## config.mk

```make
export PLATFORM = sky130hd
export DESIGN_NAME = pipe_ctl
export DESIGN_NICKNAME = d
export VERILOG_FILES = /design/src/rtl/pipe_pkg.sv /design/src/rtl/pipe_ctl_hazard_detect.sv /design/src/rtl/pipe_ctl.sv
export SDC_FILE = /design/constraint.sdc
export NUM_CORES = 1
export LEC_CHECK = 0
export CORE_MARGIN = 2
export CORE_UTILIZATION = 47
export CTS_CLUSTER_SIZE = 40
export DETAILED_ROUTE_END_ITERATION = 10
export GPL_ROUTABILITY_DRIVEN = 0
export PLACE_DENSITY = 0.86
export SETUP_SLACK_MARGIN = 0.02
export SLEW_MARGIN = 0
export SYNTH_ARGS = -nofsm -noshare
export SYNTH_HDL_FRONTEND = slang
export SYNTH_HIERARCHICAL = 1
export SYNTH_SLANG_ARGS = --single-unit
```

## constraint.sdc

```tcl
create_clock -name clk -period 6.8 [get_ports clk]
set_input_delay 2.04 -clock clk [delete_from_list [all_inputs] [get_ports clk]]
set_output_delay 2.04 -clock clk [all_outputs]
set_load 0.05 [all_outputs]
```

## src/rtl/pipe_pkg.sv

```systemverilog
// Shared encodings and opcode helpers for the Beta pipeline control unit.
// Latency: n/a (types, constants and pure functions only).
// Backpressure: n/a.
package pipe_pkg;

  // Instruction-register source select; values match defines.v.
  typedef enum logic [1:0] {
    IR_SRC_DATA   = 2'd0,
    IR_SRC_NOP    = 2'd1,
    IR_SRC_EXCEPT = 2'd2
  } ir_src_e;

  // Next-PC select.
  typedef enum logic [2:0] {
    PC_INC   = 3'd0,
    PC_BR    = 3'd1,
    PC_JMP   = 3'd2,
    PC_ILLOP = 3'd3,
    PC_XADR  = 3'd4,
    PC_RESET = 3'd5
  } pc_sel_e;

  localparam logic [5:0] OP_LD  = 6'b011000;
  localparam logic [5:0] OP_ST  = 6'b011001;
  localparam logic [5:0] OP_JMP = 6'b011011;
  localparam logic [5:0] OP_BEQ = 6'b011100;
  localparam logic [5:0] OP_BNE = 6'b011101;
  localparam logic [5:0] OP_LDR = 6'b011111;

  // R31 reads as zero, so it never carries a dependency.
  localparam logic [4:0] REG_ZERO = 5'd31;

  localparam logic [31:0] VEC_RESET = 32'h8000_0000;
  localparam logic [31:0] VEC_ILLOP = 32'h8000_0004;
  localparam logic [31:0] VEC_XADR  = 32'h8000_0008;

  // Beta opcode map:
  //   01xxxx : LD, ST, JMP, BEQ, BNE, LDR (011000/001/011/100/101/111)
  //   10xxxx : ALU ops, holes at x111
  //   11xxxx : ALU-with-constant ops, holes at x111
  function automatic logic is_legal_op(input logic [5:0] op);
    logic ok;
    case (op[5:4])
      2'b01:        ok = op[3] && (op[2:0] != 3'b010) && (op[2:0] != 3'b110);
      2'b10, 2'b11: ok = (op[2:0] != 3'b111);
      default:      ok = 1'b0;
    endcase
    return ok;
  endfunction

  function automatic logic is_load(input logic [5:0] op);
    return (op == OP_LD) || (op == OP_LDR);
  endfunction

  // Register-register ALU ops read rb.
  function automatic logic reads_rb(input logic [5:0] op);
    return op[5:4] == 2'b10;
  endfunction

  // ST reads rc as the store data.
  function automatic logic reads_rc(input logic [5:0] op);
    return op == OP_ST;
  endfunction

endpackage

```

## src/rtl/pipe_ctl_hazard_detect.sv

```systemverilog
// Load-use hazard detector: decode source registers vs load destinations in EX/MEM.
// Latency: purely combinational, zero cycles.
// Backpressure: none; result feeds the stall logic in pipe_ctl.
// Ports: i_dec_op/i_dec_ra/i_dec_rb/i_dec_rc decode fields, i_ir_exec/i_ir_mem
//        {opcode, rc} of EX and MEM, o_hazard high when decode must wait.
module hazard_detect
  import pipe_pkg::*;
(
  input  logic [5:0]  i_dec_op,
  input  logic [4:0]  i_dec_ra,
  input  logic [4:0]  i_dec_rb,
  input  logic [4:0]  i_dec_rc,
  input  logic [10:0] i_ir_exec,
  input  logic [10:0] i_ir_mem,
  output logic        o_hazard
);

  logic w_use_ra;
  logic w_use_rb;
  logic w_use_rc;
  logic w_exec_hit;
  logic w_mem_hit;

  // LDR addresses relative to the PC, so its ra field is not a register read.
  assign w_use_ra = (i_dec_op != OP_LDR) && (i_dec_ra != REG_ZERO);
  assign w_use_rb = reads_rb(i_dec_op)   && (i_dec_rb != REG_ZERO);
  assign w_use_rc = reads_rc(i_dec_op)   && (i_dec_rc != REG_ZERO);

  function automatic logic dest_hit(input logic [10:0] ir_stage,
                                    input logic use_ra, input logic use_rb,
                                    input logic use_rc, input logic [4:0] ra,
                                    input logic [4:0] rb, input logic [4:0] rc);
    logic [4:0] dst;
    dst = ir_stage[4:0];
    return is_load(ir_stage[10:5]) && (dst != REG_ZERO) &&
           ((use_ra && (ra == dst)) || (use_rb && (rb == dst)) ||
            (use_rc && (rc == dst)));
  endfunction

  assign w_exec_hit = dest_hit(i_ir_exec, w_use_ra, w_use_rb, w_use_rc,
                               i_dec_ra, i_dec_rb, i_dec_rc);
  assign w_mem_hit  = dest_hit(i_ir_mem, w_use_ra, w_use_rb, w_use_rc,
                               i_dec_ra, i_dec_rb, i_dec_rc);

  assign o_hazard = w_exec_hit || w_mem_hit;

endmodule

```

## src/rtl/pipe_ctl.sv

```systemverilog
// Beta pipeline control: stalls, annulment, IR sources and next-PC select.
// Latency: control outputs and irq_ack combinational (zero cycles); stall_cnt registered.
// Backpressure: stall freezes PC and fetch/decode while a load result is not yet bypassable.
// Ports: clk/rst (sync, active-high); ir_dec, pc_dec_sup, ir_exec, ir_mem, zr, irq in;
//        stall, ir_src_if, ir_src_dec, pc_sel, irq_ack, stall_cnt out.
module pipe_ctl
  import pipe_pkg::*;
#(
  parameter int SHADOW_CYCLES = 2
) (
  input  logic        clk,
  input  logic        rst,
  input  logic [31:0] ir_dec,
  input  logic        pc_dec_sup,
  input  logic [10:0] ir_exec,
  input  logic [10:0] ir_mem,
  input  logic        zr,
  input  logic        irq,
  output logic        stall,
  output logic [1:0]  ir_src_if,
  output logic [1:0]  ir_src_dec,
  output logic [2:0]  pc_sel,
  output logic        irq_ack,
  output logic [31:0] stall_cnt
);

  localparam logic ST_RUN    = 1'b0;
  localparam logic ST_SHADOW = 1'b1;
  localparam logic [7:0] SHADOW_LOAD = 8'(SHADOW_CYCLES - 1);

  logic        r_state;
  logic [7:0]  r_shadow_cnt;
  logic        r_irq_pend;
  logic [31:0] r_stall_cnt;

  logic [5:0]  w_op;
  logic        w_illegal;
  logic        w_hazard;
  logic        w_irq_take;
  logic        w_inject;
  logic        w_taken;
  logic [2:0]  w_br_sel;
  logic        w_unused_lo;

  assign w_op        = ir_dec[31:26];
  assign w_illegal   = ~is_legal_op(w_op);
  // Literal/offset bits play no part in control decisions.
  assign w_unused_lo = ^ir_dec[10:0];

  hazard_detect u_hazard (
    .i_dec_op  (w_op),
    .i_dec_ra  (ir_dec[20:16]),
    .i_dec_rb  (ir_dec[15:11]),
    .i_dec_rc  (ir_dec[25:21]),
    .i_ir_exec (ir_exec),
    .i_ir_mem  (ir_mem),
    .o_hazard  (w_hazard)
  );

  // Interrupts are only taken from user mode, outside the post-exception window.
  assign w_irq_take = r_irq_pend && (r_state == ST_RUN) && !pc_dec_sup;
  assign w_inject   = w_illegal || w_irq_take;

  always_comb begin
    w_taken  = 1'b0;
    w_br_sel = PC_BR;
    case (w_op)
      OP_JMP: begin
        w_taken  = 1'b1;
        w_br_sel = PC_JMP;
      end
      OP_BEQ:  w_taken = zr;
      OP_BNE:  w_taken = ~zr;
      default: w_taken = 1'b0;
    endcase
  end

  always_comb begin
    stall      = 1'b0;
    ir_src_if  = IR_SRC_DATA;
    ir_src_dec = IR_SRC_DATA;
    pc_sel     = PC_INC;
    irq_ack    = 1'b0;
    if (rst) begin
      ir_src_if  = IR_SRC_NOP;
      ir_src_dec = IR_SRC_NOP;
      pc_sel     = PC_RESET;
    end else if (w_illegal) begin
      ir_src_if  = IR_SRC_NOP;
      ir_src_dec = IR_SRC_EXCEPT;
      pc_sel     = PC_ILLOP;
    end else if (w_irq_take) begin
      // Any pending load-use stall is moot: the decode instruction is replaced.
      ir_src_if  = IR_SRC_NOP;
      ir_src_dec = IR_SRC_EXCEPT;
      pc_sel     = PC_XADR;
      irq_ack    = 1'b1;
    end else if (w_hazard) begin
      // Bubble into execute; a branch in decode is re-evaluated once unstalled.
      stall      = 1'b1;
      ir_src_dec = IR_SRC_NOP;
    end else if (w_taken) begin
      ir_src_if  = IR_SRC_NOP;
      pc_sel     = w_br_sel;
    end
  end

  assign stall_cnt = r_stall_cnt;

  always_ff @(posedge clk) begin
    if (rst) begin
      r_state      <= ST_RUN;
      r_shadow_cnt <= 8'd0;
      r_irq_pend   <= 1'b0;
      r_stall_cnt  <= 32'd0;
    end else begin
      // A new request arriving in the ack cycle stays pending.
      r_irq_pend  <= irq | (r_irq_pend & ~irq_ack);
      r_stall_cnt <= r_stall_cnt + {31'd0, stall};
      if (w_inject) begin
        r_state      <= ST_SHADOW;
        r_shadow_cnt <= SHADOW_LOAD;
      end else if (r_state == ST_SHADOW) begin
        if (r_shadow_cnt == 8'd0) begin
          r_state <= ST_RUN;
        end else begin
          r_shadow_cnt <= r_shadow_cnt - 8'd1;
        end
      end
    end
  end

endmodule

```

### Word level (Yosys, flattened, before mapping)

Cells that the tools add are included.

| storage, ports and cells | value |
|---|---|
| register bits | 42 |
| input bits | 59 |
| output and inout bits | 41 |
| word-level logic and storage cells | 103 |

| operators by class | value |
|---|---|
| add/sub/neg operators | 2 |
| eq/ne operators | 27 |
| multiplexer cells | 30 |
| bitwise gates (word level) | 7 |
| reduce and logical (&&, ||, !) cells | 32 |

Operators with widths:

| kind | count |
|---|---|
| == test 6 x 5 -> 1 bit, second input constant | 8 |
| adder 32 x 1 -> 32 bit | 1 |
| == test 5 bit | 6 |
| inequality test 5 bit, second input constant | 5 |
| 2-to-1 mux 1 bit | 19 |
| logical AND 1 bit | 17 |
| 2-to-1 mux 3 bit | 5 |
| logical NOT 8 bit | 1 |
| logical OR 1 bit | 8 |
| 2-to-1 mux 2 bit | 4 |
| subtractor 8 x 1 -> 8 bit, second input constant | 1 |
| inequality test 3 bit, second input constant | 2 |
| inequality test 6 x 5 -> 1 bit, second input constant | 1 |
| NOT 1 bit | 5 |
| == test 2 bit, second input constant | 2 |
| AND reduction 2 bit | 2 |
| OR reduction 2 bit | 2 |
| inequality test 3 x 2 -> 1 bit, second input constant | 1 |
| case mux 1 bit (3 select lines) | 1 |
| == test 2 x 1 -> 1 bit, second input constant | 1 |
| inequality test 2 bit, second input constant | 1 |
| case mux 1 bit (2 select lines) | 1 |
| nonzero test 2 bit | 1 |
| bitwise AND 1 bit | 1 |
| 2 further kinds | 2 |

### Logic depth before layout (Yosys ltp)

Gate-level depths: netlist of run 1.

| logic depth | value |
|---|---|
| word-level depth | 12 |
| depth in mapped cells | 14 |
| gate-level depth less buffers | 14 |

### Modules after synthesis

The synthesis of run 1 kept the hierarchy.

By module, submodules not included:

| module | times used | cells an instance | area an instance (sq um) | sequential area each (sq um) |
|---|---|---|---|---|
| pipe_ctl | 1 | 243 | 2,011.9 | 840.8 |
| hazard_detect | 1 | 68 | 505.5 | 0.0 |

### Worst setup path after synthesis of run 1

Ideal clock, no wire load.

| timing path | value |
|---|---|
| path type | input-to-output |
| from | input ir_dec[25] |
| to | output ir_src_dec[0] |
| arrival | 4,578 ps |
| required time | 4,760 ps |
| path slack | 182 ps |
| stages | 7 |
| path buffers | 0 |
| cell sequence | and4_1 a2111o_1 nor4_1 a311oi_1 o41ai_2 inv_1 o31ai_1 |

| between the ends | value |
|---|---|
| cells in the longest elaborated chain, start to end | 10 |
| elaborated cells between the ends (all ways) | 15 |
| those cells by class | eq/ne: 3; mux: 4; reduce/logical: 8 |

RTL lines:

| element | line | source |
|---|---|---|
| start: declaration | pipe_ctl.sv:13 | `input logic [31:0] ir_dec,` |
| inequality test 5 bit | pipe_ctl_hazard_detect.sv:27 | `assign w_use_rc = reads_rc(i_dec_op) && (i_dec_rc != REG_ZERO);` |
| logical AND 1 bit | pipe_ctl_hazard_detect.sv:27 |  |
| logical AND 1 bit | pipe_ctl_hazard_detect.sv:37 | `(use_rc && (rc == dst)));` |
| logical OR 1 bit | pipe_ctl_hazard_detect.sv:36 | `((use_ra && (ra == dst)) \|\| (use_rb && (rb == dst)) \|\|` |
| logical AND 1 bit | pipe_ctl_hazard_detect.sv:35 | `return is_load(ir_stage[10:5]) && (dst != REG_ZERO) &&` |
| logical OR 1 bit * | pipe_ctl_hazard_detect.sv:45 | `assign o_hazard = w_exec_hit \|\| w_mem_hit;` |
| net w_hazard | pipe_ctl.sv:38 | `logic w_hazard;` |
| 2-to-1 mux 1 bit * | pipe_ctl.sv:98 | `end else if (w_hazard) begin` |
| 2-to-1 mux 2 bit * | pipe_ctl.sv:92 | `end else if (w_irq_take) begin` |
| 2-to-1 mux 2 bit * | pipe_ctl.sv:88 | `end else if (w_illegal) begin` |
| 2-to-1 mux 2 bit * | pipe_ctl.sv:84 | `if (rst) begin` |
| end: declaration | pipe_ctl.sv:21 | `output logic [1:0] ir_src_dec,` |

The timed path passes the listed nets; every way through them passes the cells marked *.

### Worst setup path in the final report of run 1

Ends and elaborated chain as after synthesis.

==> impl_results.md, run 1 <==
- Core Region: slightly above 5000 um^2
- Tightest Pin Transition: roughly 740 ps
- Max Clk Rate: roughly 150 MHz
- Worst setup SP type: input port
- Hold WC Path Type: flip-flop to flip-flop
- Pre-Repair DR Iteration Count: 4
- Inserted Clock Buffers: 5
- Clock slew seen by the registers of the worst setup and hold paths: 80 ps
- Row count: 26
- Outcome: finished, final reports clean
- Final WL: 6.56 mm
- Hold path depth: 2
- Top_reg_cell synth: dfxtp_1
- CTS Sinks: 42
- Clk Latency, worst-skew pair: around 300 ps
- Final setup margin: 208 ps
- Path type of the worst setup path: input port to output pin
- Part of the cycle the worst path needs: 0.969
- First-pass GRT wire length: roughly 11 mm
- Critical Path Start: ir_dec[25]
- Critical path arrival: between 4000 and 5000 ps
- Critical Path Max Stage Delay: approximately 480 ps
- Vias/cell: about 5.3
- DPL Wire Length: between 5 and 6 mm
- Hold buffers post-CTS: 0
- Die area: 5960 um^2
- Routed length per placed instance: 14.0 um
- CP endpoint kind: output pin
- Gr usage total: 0.228
- PostCTS Resize Cnt: 0
- Final min period: approximately 6600 ps
- Worst path cell trace: clkdlybuf4s50_1 > and4_1 > a2111o_1 > nor4_1 > a311oi_1 > o41ai_2 > inv_1 > o31ai_2 > buf_12
- Share of post-route cells with drive strength above 1: 0.0551
- Total congestion overflow: 0
- Nets: 460
- Port Buf Inserts: between 80 and 90
- # DRC: 0
- EDFF count, synth: 0
- Number of global-route vias before repair: 2520
- Synth top area cells: dfxtp_1 (33%), xor2_1 (13%), xnor2_1 (7.7%)
- Power density cells: 147 nW/um^2
- Clock Skew: 11.7 ps
- Area post-placement: between 3000 and 4000 um^2
- Hold Startpoint: r_shadow_cnt[4]
- Routed via count: around 2500
- Post-DRT Antenna Nets: 0
- CTS root buf: clkbuf_8
- Critical path data required time: 4760 ps
- Clock buffer depth: 2
- Static leakage: 1.27 nW
- Seq/Total Area, Yosys: 0.334
- Initial Utilization: 0.490
- Post-Syn Area per Cell: between 8 and 9 um^2
- Slew HR: 0.508
- Hold Violations, Final: 0
- Setup TNS: 0 ps
- Synthesis-to-layout area growth: 41.0%
- Biggest area consumer among synthesized cells: dfxtp_1
- Pin count of the biggest net entering global routing: 36
- Mapped Nets: ~370
- Fin area: ~3500 um^2
- Yosys warning total: 6
- Die height: between 70 and 80 um
- Reg2Reg Depth: 10
- Setup repair bufs after CTS: 0
- Area share of the largest cell type after synthesis: 0.334
- CTS tree: built
- Peak ir drop on the vdd network: 0.0000945 V
- Fillcell total: between 400 and 500
- Count leader, synth: nor2_1
- CP max FO: 3
- Distinct cells, synth: 43
- H-tree depth: 2
- Final Hold Slack: ~510 ps
- R2R Path Start: r_state
- DRT iter0 DRCs: between 100 and 150
- Die W: between 70 and 80 um
- Util after Layout: 0.691
- Setup violators final: 0
- Unrepaired setup endpoints after global routing: no
- Crit path max-delay cell type: clkdlybuf4s50_1
- Antenna violations before repair: 0
- Async SR Flop Fraction: 0
- Max-Cap Viols: 0
- Synth Register Bits: 42
- # diodes: 0
- Post-Syn Instances: between 300 and 400
- Top post-synthesis cells by count: nor2_1 (47), dfxtp_1 (42), xor2_1 (37), nand3_1 (25), nand2_1 (23)
- Mapped cell area: between 2000 and 3000 um^2
- Pre-CTS WS: between 150 and 200 ps
- Top Ports: 100
- Max Slew Vio Count: 0
-- sequential cells by signal, summed over array words and instances, names as in the netlist --
register / flops
r_shadow_cnt: 8
r_state: 1
r_irq_pend: 1
stall_cnt: 32
-- where the power goes --
part           switching (W)  internal, W  leakage, nW  total (W)
combinational      0.0000558    0.0000532        0.885   0.000109
sequential        0.00000383     0.000249        0.339   0.000253
clock              0.0000873    0.0000725       0.0452   0.000160
total               0.000147     0.000375         1.27   0.000522
-- final cells by class --
cell class / instances / area [um^2] / share of cell area
clock inverter: 2 / 13.8 / 0.00388
timing repair buffer: 88 / 891 / 0.251
multi-input combinational: 252 / 1610 / 0.454
clock buffer: 6 / 72.6 / 0.0204
inverter: 9 / 33.8 / 0.00952
tap: 70 / 87.6 / 0.0247
sequential: 42 / 841 / 0.237
-- path summary, 6_finish.rpt --
check                         end  slack [ps]
hold reg to reg   r_shadow_cnt[4]         510
hold / removal    r_shadow_cnt[4]         510
setup reg to reg    stall_cnt[30]        3410
setup / recovery    ir_src_dec[0]         210
-- cell families (layout without fill, tap and decap cells) --
group | count (synthesis) | in the layout | share of synthesized area
xor+xnor | 59 | 59 | 0.205
mux | 1 | 1 | 0.00398
fa+ha+maj | 3 | 3 | 0.0149
flops | 42 | 42 | 0.334
compound gates | 32 | 32 | 0.0835
other cells | 1 | 1 | 0.00149
simple gates | 156 | 156 | 0.329
buf+inv | 17 | 105 | 0.0283
-- layout by cell type, fill, tap and decap left out, types with 5 or more instances in the layout --
| cell | instances |
|---|---|
| nand2_1 | 23 |
| nor3_1 | 10 |
| xor2_1 | 37 |
| and3_1 | 5 |
| a21oi_1 | 11 |
| dfxtp_1 | 42 |
| inv_1 | 9 |
| xnor2_1 | 22 |
| clkdlybuf4s50_1 | 82 |
| o21ai_0 | 6 |
| nand3_1 | 25 |
| nand4_1 | 13 |
| nor4_1 | 7 |
| nor2_1 | 47 |
| clkbuf_8 | 5 |
-- through the flow --
step	instances	power, W
finish	469	0.000522
global route	469	0.000546
CTS	469	0.000524
detailed placement	461	0.000367
global placement	461	0.000364
floorplan	311	0.000315
-- worst max-delay path, delay by kind of cell --
kind / cells / cell delay [ps]
buffers and inverters: 3 / 790
AO/OA/AOI/OAI: 4 / 1170
AND/OR/NAND/NOR: 2 / 550
-- routing by layer --
layer	track usage	part of all wire
met1	0.271	0.42
met2	0.410	0.52
met3	0.0435	0.045
met4	0.0714	0.016
met5	0	0
Note: power is estimated with default switching activity, not from simulation.
==> run 2, diff against run 1 <==
Settings changed: GPL_TIMING_DRIVEN set to 0.
==> run 2 against run 1 <==
Clock skew fell by 3.5 ps. Combinational power about the same. Global-route usage rose by 0.49 points. Clock power hardly changed. Flip-flop and latch count is the same. Largest cell class unchanged. Sequential share of layout area grew 0.050 points. Via count grew 3.6%. Highest routed layer unchanged.
==> impl_results.md, run 2 (same netlist as run 1, synthesis figures left out) <==
- Outcome: finished, final reports clean
- Port Buf Inserts: 87
- Initial Utilization: 0.490
- Leading cell type in the layout, fill and taps excluded: clkdlybuf4s50_1
- Path type of the worst setup path: input port to output pin
- Power density cells: around 150 nW/um^2
- Inst Count DP: around 470
- Final WL: slightly below 7 mm
- Routed length per placed instance: around 14 um
- Comb pwr share: 0.208
- Inserted Clock Buffers: 5
- Sequential power share: 0.485
- Max Clk Rate: 151 MHz
- Setup repair bufs after CTS: 0
- Worst path cell trace: clkdlybuf4s50_1 > and4_1 > a2111o_1 > nor4_1 > a311oi_1 > o41ai_2 > inv_1 > o31ai_1 > buf_4
- Number of global-route vias before repair: about 2500
- Fin cells: around 480
- Synthesis-to-layout area growth: 40.7%
- Setup violators final: 0
- Vias/cell: 5.45
- CTS Sinks: 42
- Reg2reg end: stall_cnt[30]
- DPL Wire Length: about 5.4 mm
- Critical path data required time: around 4800 ps
- Clock power share: 0.307
- Peak ir drop on the vdd network: roughly 0.000089 V
- Core Region: between 5000 and 6000 um^2
- Hold buffers post-CTS: 0
- Antenna violations before repair: 0
- First-pass GRT wire length: around 11 mm
- Final min period: between 6000 and 7000 ps
- Max Slew Vio Count: 0
- Setup TNS: 0 ps
- Clk Latency, worst-skew pair: 300 ps
- Slew HR: 0.540
- CP endpoint kind: output pin
- Die height: between 70 and 80 um
- Psw: 0.000148 W
- Clock buffer depth: 2
- Pin count of the biggest net entering global routing: 14
- CTS tree: built
- CP max FO: 3
- # diodes: 0
- Die area: 5960 um^2
- Row count: 26
- # DRC: 0
- Critical Path Max Stage Delay: roughly 480 ps
- Net Sw Frac: 0.284
- Hold WC Path Type: flip-flop to flip-flop
- Static leakage: 1.28 nW
- Crit path max-delay cell type: clkdlybuf4s50_1
- H-tree depth: 2
- Final Hold Slack: 499 ps
- Clock Skew: between 8 and 9 ps
- R2R setup slack: around 3500 ps
- Share of post-route cells with drive strength above 1: 0.0542
- Gr usage total: 0.233
- Pre-Repair DR Iteration Count: 4
- Reg2Reg Depth: 11
- Critical path arrival: between 4000 and 5000 ps
- Total congestion overflow: 0
- Unrepaired setup endpoints after global routing: no
- CTS root buf: clkbuf_8
- Max reg flops: 32
- Nets: roughly 470
- Hold Violations, Final: 0
- Clock slew seen by the registers of the worst setup and hold paths: ~80 ps
- Top Ports: 100
- Worst setup SP type: input port
- R2R Path Start: r_state
- Part of the cycle the worst path needs: 0.974
- Die W: 77.2 um
- Max-Cap Viols: 0
- Tightest Pin Transition: around 690 ps
- Pint: 0.000374 W
- Routed via count: between 2000 and 3000
- Commonest non-fill, non-tap cells in the layout: clkdlybuf4s50_1 (81), nor2_1 (47), dfxtp_1 (42)
- Critical Path Start: ir_dec[25]
- Post-DRT Antenna Nets: 0
- DRT iter0 DRCs: about 110
- Crit path to: ir_src_dec[0]
-- run 2: timing repair --
item                                    4_1_cts  5_1_grt
endpoints found under the setup margin        5        5
gates resized for setup                      12       11
pin swaps                                     0        0
-- run 2: critical path: cells and delay by family --
family / cells / cell delay, ps
and+or+nand+nor: 2 / 530
AOI/OAI and AO/OA: 4 / 1150
buffers and inverters: 3 / 860
-- run 2: per-layer routing --
| layer | up-vias | GRT usage | share of wire |
|---|---|---|---|
| li1 | 1279 | - | - |
| met4 | 0 | 0.111 | 0.032 |
| met2 | 83 | 0.414 | 0.50 |
| met3 | 18 | 0.0424 | 0.042 |
| met5 | - | 0 | 0 |
| met1 | 1215 | 0.267 | 0.42 |
-- run 2: metrics by stage --
stage                     utilization  power, W  instance area [um^2]  setup WS, ps
after detailed placement        0.676  0.000368                  3480          -463
after global routing            0.689  0.000543                  3540          22.8
after floorplan                     -  0.000315                  2520           182
after global placement          0.676  0.000365                  3480          -389
final                           0.689  0.000522                  3540           179
after CTS                       0.692  0.000524                  3550          21.6
-- run 2: final cells by class --
cell class / instances / area [um^2]
repair buffers: 87 / 851
multi-input cells: 252 / 1610
inverters: 9 / 33.8
plain buffers: 8 / 37.5
flip-flops and latches: 42 / 841
clock buffers: 6 / 72.6
well taps: 70 / 87.6
fillers: 433 / 1600
clock inverters: 2 / 13.8
-- run 2: worst min-delay path by stage --
stage                                from               to  slack [ps]  cells after the start
after floorplan                r_irq_pend       r_irq_pend         460                      2
after global placement         r_irq_pend       r_irq_pend         480                      2
after detailed placement    stall_cnt[31]    stall_cnt[31]         490                      2
after CTS                      r_irq_pend       r_irq_pend         510                      2
after global routing      r_shadow_cnt[1]  r_shadow_cnt[1]         540                      2
final                          r_irq_pend       r_irq_pend         500                      2
-- run 2: power groups by stage --
stage / clock [W] / sequential, W / combinational (W)
floorplan: 0 / 0.000258 / 0.0000572
global placement: 0 / 0.000259 / 0.000106
detailed placement: 0 / 0.000259 / 0.000109
CTS: 0.000163 / 0.000253 / 0.000108
global route: 0.000173 / 0.000254 / 0.000117
finish: 0.000160 / 0.000253 / 0.000109
